===== config.mk =====
export PLATFORM = sky130hd
export DESIGN_NAME = issue_window
export DESIGN_NICKNAME = d
export VERILOG_FILES = /design/src/rtl/issue_window.sv
export SDC_FILE = /design/constraint.sdc
export NUM_CORES = 2
export LEC_CHECK = 0
export CORE_MARGIN = 2
export CORE_UTILIZATION = 60
export CTS_BUF_LIST = sky130_fd_sc_hd__clkbuf_8
export DETAILED_ROUTE_END_ITERATION = 8
export DONT_BUFFER_PORTS = 1
export GPL_TIMING_DRIVEN = 0
export HOLD_SLACK_MARGIN = 0.1
export PLACE_DENSITY = 0.89
export SYNTH_ARGS = -nofsm -noshare
export SYNTH_HDL_FRONTEND = slang
export SYNTH_SLANG_ARGS = --single-unit

===== constraint.sdc =====
create_clock -name clk_i -period 2.75 [get_ports clk_i]
set_input_delay 0.275 -clock clk_i [delete_from_list [all_inputs] [get_ports clk_i]]
set_output_delay 0.275 -clock clk_i [all_outputs]
set_load 0.1 [all_outputs]

===== src/rtl/issue_window.sv =====
// Out-of-order issue window: buffers renamed instructions, wakes operands
// from writeback tags and issues the oldest ready instruction per cycle.
module issue_window #(
    parameter int NR_ENTRIES    = 8,
    parameter int NR_WB_PORTS   = 4,
    parameter int TRANS_ID_BITS = 3,
    parameter int NR_FU         = 5,
    parameter int PAYLOAD_W     = 128
) (
    input  logic                                 clk_i,
    input  logic                                 rst_ni,
    input  logic                                 flush_i,
    input  logic                                 enq_valid_i,
    output logic                                 enq_ready_o,
    input  logic [TRANS_ID_BITS-1:0]             enq_trans_id_i,
    input  logic [$clog2(NR_FU)-1:0]             enq_fu_i,
    input  logic                                 enq_rs1_pend_i,
    input  logic                                 enq_rs2_pend_i,
    input  logic [TRANS_ID_BITS-1:0]             enq_rs1_tag_i,
    input  logic [TRANS_ID_BITS-1:0]             enq_rs2_tag_i,
    input  logic [PAYLOAD_W-1:0]                 enq_payload_i,
    input  logic [NR_WB_PORTS-1:0]               wb_valid_i,
    input  logic [NR_WB_PORTS*TRANS_ID_BITS-1:0] wb_tag_i,
    input  logic [NR_FU-1:0]                     fu_ready_i,
    output logic                                 iss_valid_o,
    output logic [$clog2(NR_FU)-1:0]             iss_fu_o,
    output logic [TRANS_ID_BITS-1:0]             iss_trans_id_o,
    output logic [PAYLOAD_W-1:0]                 iss_payload_o,
    output logic [$clog2(NR_ENTRIES+1)-1:0]      occupancy_o
);
    localparam int FU_W  = $clog2(NR_FU);
    localparam int IDX_W = $clog2(NR_ENTRIES);
    localparam int OCC_W = $clog2(NR_ENTRIES+1);
    localparam int T     = TRANS_ID_BITS;

    logic [NR_ENTRIES-1:0] valid_q, valid_d;
    logic [NR_ENTRIES-1:0] rs1p_q, rs1p_d;
    logic [NR_ENTRIES-1:0] rs2p_q, rs2p_d;
    logic [NR_ENTRIES-1:0] age_q [NR_ENTRIES];
    logic [NR_ENTRIES-1:0] age_d [NR_ENTRIES];
    logic [FU_W-1:0]       fu_q  [NR_ENTRIES];
    logic [T-1:0]          tid_q [NR_ENTRIES];
    logic [T-1:0]          rs1t_q[NR_ENTRIES];
    logic [T-1:0]          rs2t_q[NR_ENTRIES];
    logic [PAYLOAD_W-1:0]  pay_q [NR_ENTRIES];
    logic [OCC_W-1:0]      occ_q, occ_d;

    logic [2**FU_W-1:0]    fu_rdy_ext;
    logic [NR_ENTRIES-1:0] elig, sel;
    logic [IDX_W-1:0]      free_idx;
    logic                  free_found;
    logic                  enq_fire, iss_fire;

    function automatic logic wb_hit(input logic [T-1:0] tag,
                                    input logic [NR_WB_PORTS-1:0] v,
                                    input logic [NR_WB_PORTS*T-1:0] tags);
        wb_hit = 1'b0;
        for (int p = 0; p < NR_WB_PORTS; p++)
            if (v[p] && tags[p*T +: T] == tag) wb_hit = 1'b1;
    endfunction

    assign occupancy_o = occ_q;
    assign enq_ready_o = occ_q < OCC_W'(NR_ENTRIES);
    assign enq_fire    = enq_valid_i && enq_ready_o && !flush_i;
    assign iss_fire    = iss_valid_o;

    // Eligibility and oldest-first selection; out-of-range FU never ready
    always_comb begin
        fu_rdy_ext = '0;
        fu_rdy_ext[NR_FU-1:0] = fu_ready_i;
        for (int i = 0; i < NR_ENTRIES; i++)
            elig[i] = valid_q[i] && !rs1p_q[i] && !rs2p_q[i]
                      && fu_rdy_ext[fu_q[i]];
        for (int i = 0; i < NR_ENTRIES; i++) begin
            sel[i] = elig[i];
            for (int j = 0; j < NR_ENTRIES; j++)
                if (j != i && elig[j] && age_q[j][i]) sel[i] = 1'b0;
        end
        iss_valid_o    = |elig;
        iss_fu_o       = '0;
        iss_trans_id_o = '0;
        iss_payload_o  = '0;
        for (int i = 0; i < NR_ENTRIES; i++) begin
            if (sel[i]) begin
                iss_fu_o       = iss_fu_o | fu_q[i];
                iss_trans_id_o = iss_trans_id_o | tid_q[i];
                iss_payload_o  = iss_payload_o | pay_q[i];
            end
        end
    end

    // Lowest-index free slot for the next allocation
    always_comb begin
        free_idx   = '0;
        free_found = 1'b0;
        for (int i = 0; i < NR_ENTRIES; i++) begin
            if (!valid_q[i] && !free_found) begin
                free_idx   = IDX_W'(i);
                free_found = 1'b1;
            end
        end
    end

    // Next state: issue, wakeup, allocation with age update, flush
    always_comb begin
        valid_d = valid_q & ~sel;
        rs1p_d  = rs1p_q;
        rs2p_d  = rs2p_q;
        age_d   = age_q;
        occ_d   = occ_q;
        for (int i = 0; i < NR_ENTRIES; i++) begin
            if (valid_q[i] && wb_hit(rs1t_q[i], wb_valid_i, wb_tag_i))
                rs1p_d[i] = 1'b0;
            if (valid_q[i] && wb_hit(rs2t_q[i], wb_valid_i, wb_tag_i))
                rs2p_d[i] = 1'b0;
        end
        if (enq_fire) begin
            valid_d[free_idx] = 1'b1;
            rs1p_d[free_idx]  = enq_rs1_pend_i
                && !wb_hit(enq_rs1_tag_i, wb_valid_i, wb_tag_i);
            rs2p_d[free_idx]  = enq_rs2_pend_i
                && !wb_hit(enq_rs2_tag_i, wb_valid_i, wb_tag_i);
            age_d[free_idx]   = '0;
            for (int j = 0; j < NR_ENTRIES; j++)
                age_d[j][free_idx] = valid_q[j];
        end
        if (enq_fire && !iss_fire)
            occ_d = occ_q + OCC_W'(1);
        else if (!enq_fire && iss_fire)
            occ_d = occ_q - OCC_W'(1);
        if (flush_i) begin
            valid_d = '0;
            occ_d   = '0;
        end
    end

    // State registers; entry fields are written only on allocation
    always_ff @(posedge clk_i or negedge rst_ni) begin
        if (!rst_ni) begin
            valid_q <= '0;
            rs1p_q  <= '0;
            rs2p_q  <= '0;
            occ_q   <= '0;
            for (int i = 0; i < NR_ENTRIES; i++) begin
                age_q[i]  <= '0;
                fu_q[i]   <= '0;
                tid_q[i]  <= '0;
                rs1t_q[i] <= '0;
                rs2t_q[i] <= '0;
                pay_q[i]  <= '0;
            end
        end else begin
            valid_q <= valid_d;
            rs1p_q  <= rs1p_d;
            rs2p_q  <= rs2p_d;
            occ_q   <= occ_d;
            age_q   <= age_d;
            if (enq_fire) begin
                fu_q[free_idx]   <= enq_fu_i;
                tid_q[free_idx]  <= enq_trans_id_i;
                rs1t_q[free_idx] <= enq_rs1_tag_i;
                rs2t_q[free_idx] <= enq_rs2_tag_i;
                pay_q[free_idx]  <= enq_payload_i;
            end
        end
    end

`ifndef SYNTHESIS
    a_fu_range: assert property (@(posedge clk_i) disable iff (!rst_ni)
        (enq_valid_i && enq_ready_o) |-> (int'(enq_fu_i) < NR_FU));
`endif

endmodule


==> results by stage, run 1 <==
Placed design:
- Detailed placement finished with a half-perimeter wire length of 153 mm.
- At the end of routability-driven placement, the weighted congestion stood at 1.03.
- The count of buffers from port buffering is 0.

Outcome:
- The first error in the log reads "[ERROR GRT-0232] Routing congestion too high. Check the congestion heatmap in the GUI".
- The run stopped with a tool error.
- The stage at which the run stopped is 5_1_grt.

Synthesis:
- Yosys printed 0 warnings.
- After synthesis the netlist holds a flip-flop and latch count of 1204.
- The synthesized design contains 0 enable-type register cells.
- After synthesis, the mean cell area works out to 9.49 µm².
- The area of the mapped netlist is 56400 µm².
- The gate count of the mapped netlist is 5945.
- For this run, asynchronously set or reset flops after synthesis account for 100%.
- The number of distinct library cells after synthesis is 64.
- In the synthesized netlist the dominant register cell turns out to be sky130_fd_sc_hd__dfrtp_1.
- The net count after synthesis is 6115.
- Sequential cells were found to cover 53.4% of the synthesized design area.

Floorplan:
- The die is 311 µm tall.
- 307 I/O pins were placed.
- In this run the core area contains 112 standard-cell rows.
- The initial cell density of the core is 60.5%.
- The die span in x is 311 µm.

Clocking:
- Buffers inserted during clock tree synthesis total 190.
- The number of buffers on the longest clock path is 3.
- The root buffer cell chosen for the clock tree is sky130_fd_sc_hd__clkbuf_8.
- The clock net sink count is 1204.
- The count of H-tree levels built during CTS is 4.

Global routing:
- The leftover overflow at the end of global routing is 717.
- Entering global routing, the biggest net connects 1205 pins.
- The global-route total usage across every layer is 85.0%.
==> kinds of logic after synthesis <==
kind of cell | after synthesis | share of synthesized area (%)
AOI/OAI and AO/OA | 942 | 11.3
DFF | 1204 | 53.4
xor gates and xnor gates | 217 | 3.37
adders and majority gates | 3 | 0.0799
buffers and inverters | 891 | 6.30
muxes | 419 | 8.33
and+or+nand+nor | 2269 | 17.2
==> layer usage <==
metal  overflow  global-route usage [%]
met1        112                    82.5
met3        115                    82.8
met4        206                    82.6
met5         13                    70.6
met2        271                    92.1
==> per-stage QoR <==
step / TNS (ns) / setup WS, ns / instances / cell area [µm²] / utilization, %
floorplan: -7.85 / -0.149 / 5945 / 58400 / -
global placement: -1214.85 / -2.12 / 7199 / 59900 / 64.3
detailed placement: -1049.07 / -2.05 / 7202 / 60000 / 64.4
CTS: -186.99 / -1.49 / 7921 / 74200 / 79.6
==> what timing repair did <==
item | in CTS
buffers inserted | 206
pin swaps | 273
gates resized for setup | 1253
cloned | 32
endpoints found under the setup margin | 1289
hold buffers | 147
hold endpoints to repair | 2347
==> synth_stat cells, types with 4 or more instances <==
cell type	count	area share, %
sky130_fd_sc_hd__nand2_1	1538	10
sky130_fd_sc_hd__dfrtp_1	1204	53
sky130_fd_sc_hd__inv_1	423	2.8
sky130_fd_sc_hd__nor3_1	408	3.6
sky130_fd_sc_hd__o21ai_0	407	3.6
sky130_fd_sc_hd__mux2_2	403	8.0
sky130_fd_sc_hd__clkbuf_1	285	1.9
sky130_fd_sc_hd__a22oi_1	268	3.6
sky130_fd_sc_hd__xnor2_1	217	3.4
sky130_fd_sc_hd__nand3_1	152	1.3
sky130_fd_sc_hd__buf_2	131	1.2
sky130_fd_sc_hd__a2111oi_0	120	1.9
sky130_fd_sc_hd__nand4_1	86	0.95
sky130_fd_sc_hd__o211ai_1	44	0.59
sky130_fd_sc_hd__buf_1	38	0.25
sky130_fd_sc_hd__nor2_1	29	0.19
sky130_fd_sc_hd__a21oi_1	22	0.20
sky130_fd_sc_hd__mux2i_1	16	0.28
sky130_fd_sc_hd__a22o_1	11	0.17
sky130_fd_sc_hd__a2111oi_2	10	0.27
sky130_fd_sc_hd__nand2b_1	10	0.11
sky130_fd_sc_hd__buf_4	8	0.11
sky130_fd_sc_hd__o21a_1	8	0.11
sky130_fd_sc_hd__o22ai_2	8	0.18
sky130_fd_sc_hd__or2_2	8	0.089
sky130_fd_sc_hd__o2111ai_2	6	0.16
sky130_fd_sc_hd__o21ai_1	6	0.053
sky130_fd_sc_hd__a21o_1	5	0.067
sky130_fd_sc_hd__nand4b_1	5	0.078
sky130_fd_sc_hd__a2111oi_1	4	0.071
sky130_fd_sc_hd__a41oi_1	4	0.062
sky130_fd_sc_hd__and4_1	4	0.062
sky130_fd_sc_hd__clkbuf_2	4	0.035
sky130_fd_sc_hd__nor3_2	4	0.071
==> run 2: changes to the inputs <==
==> config.mk (replaced) <==
export PLATFORM = sky130hd
export DESIGN_NAME = issue_window
export DESIGN_NICKNAME = d
export VERILOG_FILES = /design/src/rtl/issue_window.sv
export SDC_FILE = /design/constraint.sdc
export NUM_CORES = 2
export LEC_CHECK = 0
export CORE_MARGIN = 2
export CORE_UTILIZATION = 40
export DETAILED_ROUTE_END_ITERATION = 8
export DONT_BUFFER_PORTS = 1
export GPL_TIMING_DRIVEN = 0
export PLACE_DENSITY_LB_ADDON = 0.15
export SYNTH_ARGS = -nofsm -noshare
export SYNTH_HDL_FRONTEND = slang
export SYNTH_SLANG_ARGS = --single-unit
==> constraint.sdc (replaced) <==
create_clock -name clk_i -period 3.6 [get_ports clk_i]
set_input_delay 0.36 -clock clk_i [delete_from_list [all_inputs] [get_ports clk_i]]
set_output_delay 0.36 -clock clk_i [all_outputs]
set_load 0.1 [all_outputs]
==> run 2 against run 1 <==
  * The flow now finishes, with violations (setup timing)
  * Synthesized area unchanged
  * Synthesized cell count unchanged
==> results by stage, run 2 <==
Power and ir drop:
- In this run the power density over the cells is 531 nW/µm².
- The analysis attributes to cell leakage a power of 0.0358 µW.
- The peak supply drop is 0.340 mV.
- The final total power is 41300 µW.

Clocking:
- The clock-pin slew on the worst setup and hold paths is 0.07 ns.
- The CTS tree is done.
- The clock net sink count is 1204 (unchanged).
- The number of buffers on the longest clock path is 3 (unchanged).
- The count of H-tree levels built during CTS was 4 (unchanged).
- For the worst-skew pair, the clock arrives at the later sink with an insertion delay of 0.83 ns.
- In this run the clock root is driven by a sky130_fd_sc_hd__clkbuf_16.
- The number of buffers inserted during clock tree synthesis was 137 (-28%).

Synthesis:
- The synthesis-stage register bit count is 1204 (unchanged).
- The number of distinct library cells after synthesis came to 64 (unchanged).
- The async set-or-reset flop fraction in the synthesized netlist was 100% (unchanged).
- The net count after synthesis was 6115 (unchanged).
- The warning count from the yosys run is 0 (unchanged).
- The portion of synthesized cell area occupied by the leading cell type is 53.4% (unchanged).
- The number of enable flip-flop cells after synthesis was 0 (unchanged).
- The cell accounting for the most synthesized area is sky130_fd_sc_hd__dfrtp_1.
- Yosys attributes the largest share of cell area to sky130_fd_sc_hd__dfrtp_1 53%, sky130_fd_sc_hd__nand2_1 10%, sky130_fd_sc_hd__mux2_2 8.0%.
- After synthesis, the most frequently instantiated cells are 1538 x sky130_fd_sc_hd__nand2_1, 1204 x sky130_fd_sc_hd__dfrtp_1, 423 x sky130_fd_sc_hd__inv_1.
- The average size of a mapped cell is 9.49 µm² (unchanged).
- The fraction of the yosys area taken by sequential cells was 53.4% (unchanged).
- The most common flop cell mapped by yosys is sky130_fd_sc_hd__dfrtp_1.
- The gate count of the mapped netlist is 5945 (unchanged).
- The area of the mapped netlist came to 56400 µm² (unchanged).
- The most used standard cell by instance count after synthesis is sky130_fd_sc_hd__nand2_1.

Routing:
- The detailed-route wire length per cell is 33.4 µm.
- The detail route stage leaves a number of antenna-violating nets equal to 0.
- For this block, the via count after detailed routing is 52500.
- The count of TritonRoute iterations in the first routing pass is 9.
- After detailed routing, the number of vias per cell comes to 6.16.
- The DRC violation count after routing is 0.
- Wires add up to 285 mm.
- The first-iteration detailed-routing DRC count is 7035.

Critical path:
- For this run, the slowest stage of the critical path takes 0.49 ns.
- The worst register-to-register path ends at pay_q[122].
- Among all stages on the critical path, the largest delay is contributed by sky130_fd_sc_hd__a2111oi_4.
- The cell family contributing the most delay on the critical path is compound AO/OA/AOI/OAI gates.
- The critical path class is reg -> out.
- The setup check on the worst reg-to-reg path leaves a slack of -0.07 ns.
- The worst reg-to-reg path cell count is 7.
- In this run the worst path has a maximum fanout of 4.
- Data on the critical path is required at its endpoint by 3.24 ns.
- The critical path goes through or2_4, o22ai_4, buf_6, buf_6, o211ai_1, o2111ai_4, buf_12, buf_12, nor2_4, buf_6, buf_12, buf_6, buf_12, a2111oi_4, nand3_4.
- The kind of start point of the critical path is a flop.
- The worst setup path is captured at an output pin.
- The arrival time of data at the critical path endpoint is 4.00 ns.
- The number of buffers and inverters on the critical path is 8.
- The critical register-to-register path startpoint is valid_q[2].

Global routing:
- After global routing the overflow that remains totals 0.
- The pin count of the biggest net entering global routing is 250.
- The global-route wire length before repair is 381 mm.
- In the global route stage, overall resource usage came out at 37.6%.
- The initial antenna violation count was 37.
- The via count of the first global-routing pass is 49900.

Placed design:
- The weighted congestion reported at the end of routability-driven placement is 0.949 (-7.6%).
- The estimated wirelength of the detail-placed design is 168 mm (+10%).
- The worst setup slack after placement is -2.18 ns (-0.125 ns).
- The count of buffers from port buffering is 0 (unchanged).
- The total placed instance area was 59000 µm² (-1.7%).

Floorplan:
- The core area is 140000 µm².
- The die covers 144000 µm².
- The vertical die dimension came to 379 µm (+22%).
- The number of cell rows is 137 (+22%).
- The number of placed I/O pins is 307 (unchanged).
- The initial cell density of the core is 40.4% (-20 points).
- The die span in x is 379 µm (+22%).

Worst hold path:
- The path type of the worst min-delay path is in -> reg.
- The capture endpoint of the worst hold path is rs2p_q[2].
- The launch point of the worst hold path is enq_rs2_pend_i.
- The worst hold path passes through 2 cells.

Finish:
- Leaving out fill and tap cells, the most frequent cells in the layout are 1536 x sky130_fd_sc_hd__nand2_1, 1196 x sky130_fd_sc_hd__dfrtp_1, 421 x sky130_fd_sc_hd__inv_1, 404 x sky130_fd_sc_hd__o21ai_0, 403 x sky130_fd_sc_hd__mux2_2.
- The largest registers in the layout are pay_q: 1024 flops, age_q: 56 flops.
- The final instance area is 77800 µm².
- After the last flow step, the layout net total stands at 6706.
- Relative to the synthesized area, the layout overhead comes to 37.9%.
- The most common cell after layout, fill and taps aside is sky130_fd_sc_hd__nand2_1.
- The register name with the most flops is pay_q.
- The register with the most flip-flops in the layout has 1024 of them.
- The share of layout cells above drive strength 1 is 28.1%.

Timing:
- In the finished design, the share of the clock period the worst path needs comes to 121%.
- The tightest slew margin relative to the limit is 10.4%.
- The time the worst path needs with I/O delays and setup is 4.36 ns.
- The slew at the pin with the worst max-slew slack is 1.34 ns.
- For this run, the top clock speed supported by timing is 229 MHz.
- The number of max-slew violations in the final report is 0.
- Setup violations remaining at the end of the flow were counted as 163.
- After layout, the worst setup slack is -0.759 ns.
- The worst hold slack is 0.0924 ns.
- The clock skew after layout is 0.0542 ns.
- The number of endpoints with negative hold slack in the final report is 0.
- Setup repair after global routing could not meet its margin everywhere.

Outcome:
- The checks that failed: setup timing.
- The run finished, with violations left.

Run:
- The tool flagged a number of max-cap violations equal to 0.
-- run 2: cell counts after synthesis --
No cell type changed its count.
-- run 2: how the worst max path moves through the flow --
| stage | startpoint | end | slack (ns) | depth (start not counted) |
|---|---|---|---|---|
| global route | fu_q[0] | iss_payload_o[46] | -0.82 | 15 |
| floorplan | fu_q[1] | iss_payload_o[20] | 0.36 | 9 |
| finish | fu_q[16] | iss_payload_o[49] | -0.76 | 15 |
| global placement | valid_q[3] | iss_payload_o[46] | -2.38 | 8 |
| detailed placement | valid_q[3] | iss_payload_o[70] | -2.18 | 9 |
| CTS | fu_q[16] | iss_payload_o[49] | -0.76 | 15 |
-- run 2: worst reg2reg max path, stage by stage, from the launching register on --
cell	delay (ns)
sky130_fd_sc_hd__dfrtp_1	0.53
sky130_fd_sc_hd__and4_1	0.23
sky130_fd_sc_hd__buf_2	0.17
sky130_fd_sc_hd__nand3_1	0.30
sky130_fd_sc_hd__nor4_4	0.74
sky130_fd_sc_hd__clkbuf_2	0.69
sky130_fd_sc_hd__buf_2	0.50
sky130_fd_sc_hd__mux2_2	0.38
-- run 2: metrics by stage --
stage / TNS (ns) / std cells / utilization (%)
2_1_floorplan: 0 / 5945 / -
3_3_place_gp: -802.95 / 7821 / 42.1
3_5_place_dp: -494.58 / 7830 / 42.2
4_1_cts: -176.18 / 8409 / 53.4
5_1_grt: -88.47 / 8529 / 55.7
6_report: -83.70 / 8535 / 55.7
-- run 2: kinds of logic after synthesis --
family          synth area share (%)
mux                             8.33
compound gates                  11.3
flops                           53.4
simple gates                    17.2
fa+ha+maj                     0.0799
xor+xnor                        3.37
buf+inv                         6.30
-- run 2: power by group --
part | switching (µW) | internal [µW]
Clock | 6170 | 8240
Combinational | 6470 | 2800
Sequential | 1670 | 16000
Total | 14300 | 27000
-- run 2: area by class of cell --
class                   count  area [µm²]
fillers                 11900       61900
plain buffers             453        3890
clock buffers             205        4050
well taps                1876        2350
clock inverters            38         477
repair buffers            465        6100
multi-input cells        3851       29100
flip-flops and latches   1204       30100
inverters                 424        1600
diodes                     19        47.5
-- run 2: routing by layer --
metal  vias to the layer above  GRT usage (%)  wire length, µm
met5                         -              0              413
met4                        36           22.0            22100
met3                      1068           14.5            41000
met2                      3539           54.2           118000
met1                     26600           47.7           103000
li1                      21300              -                -
-- run 2: timing repair --
action                      CTS  global route
hold buffers                139             0
pin swaps                   291           279
cloned                       15            31
hold endpoints to repair   1676             0
gates resized for setup    1553           407
setup endpoints to repair  1007           600
buffers inserted            183           110
(Power assumes the default switching activity.)
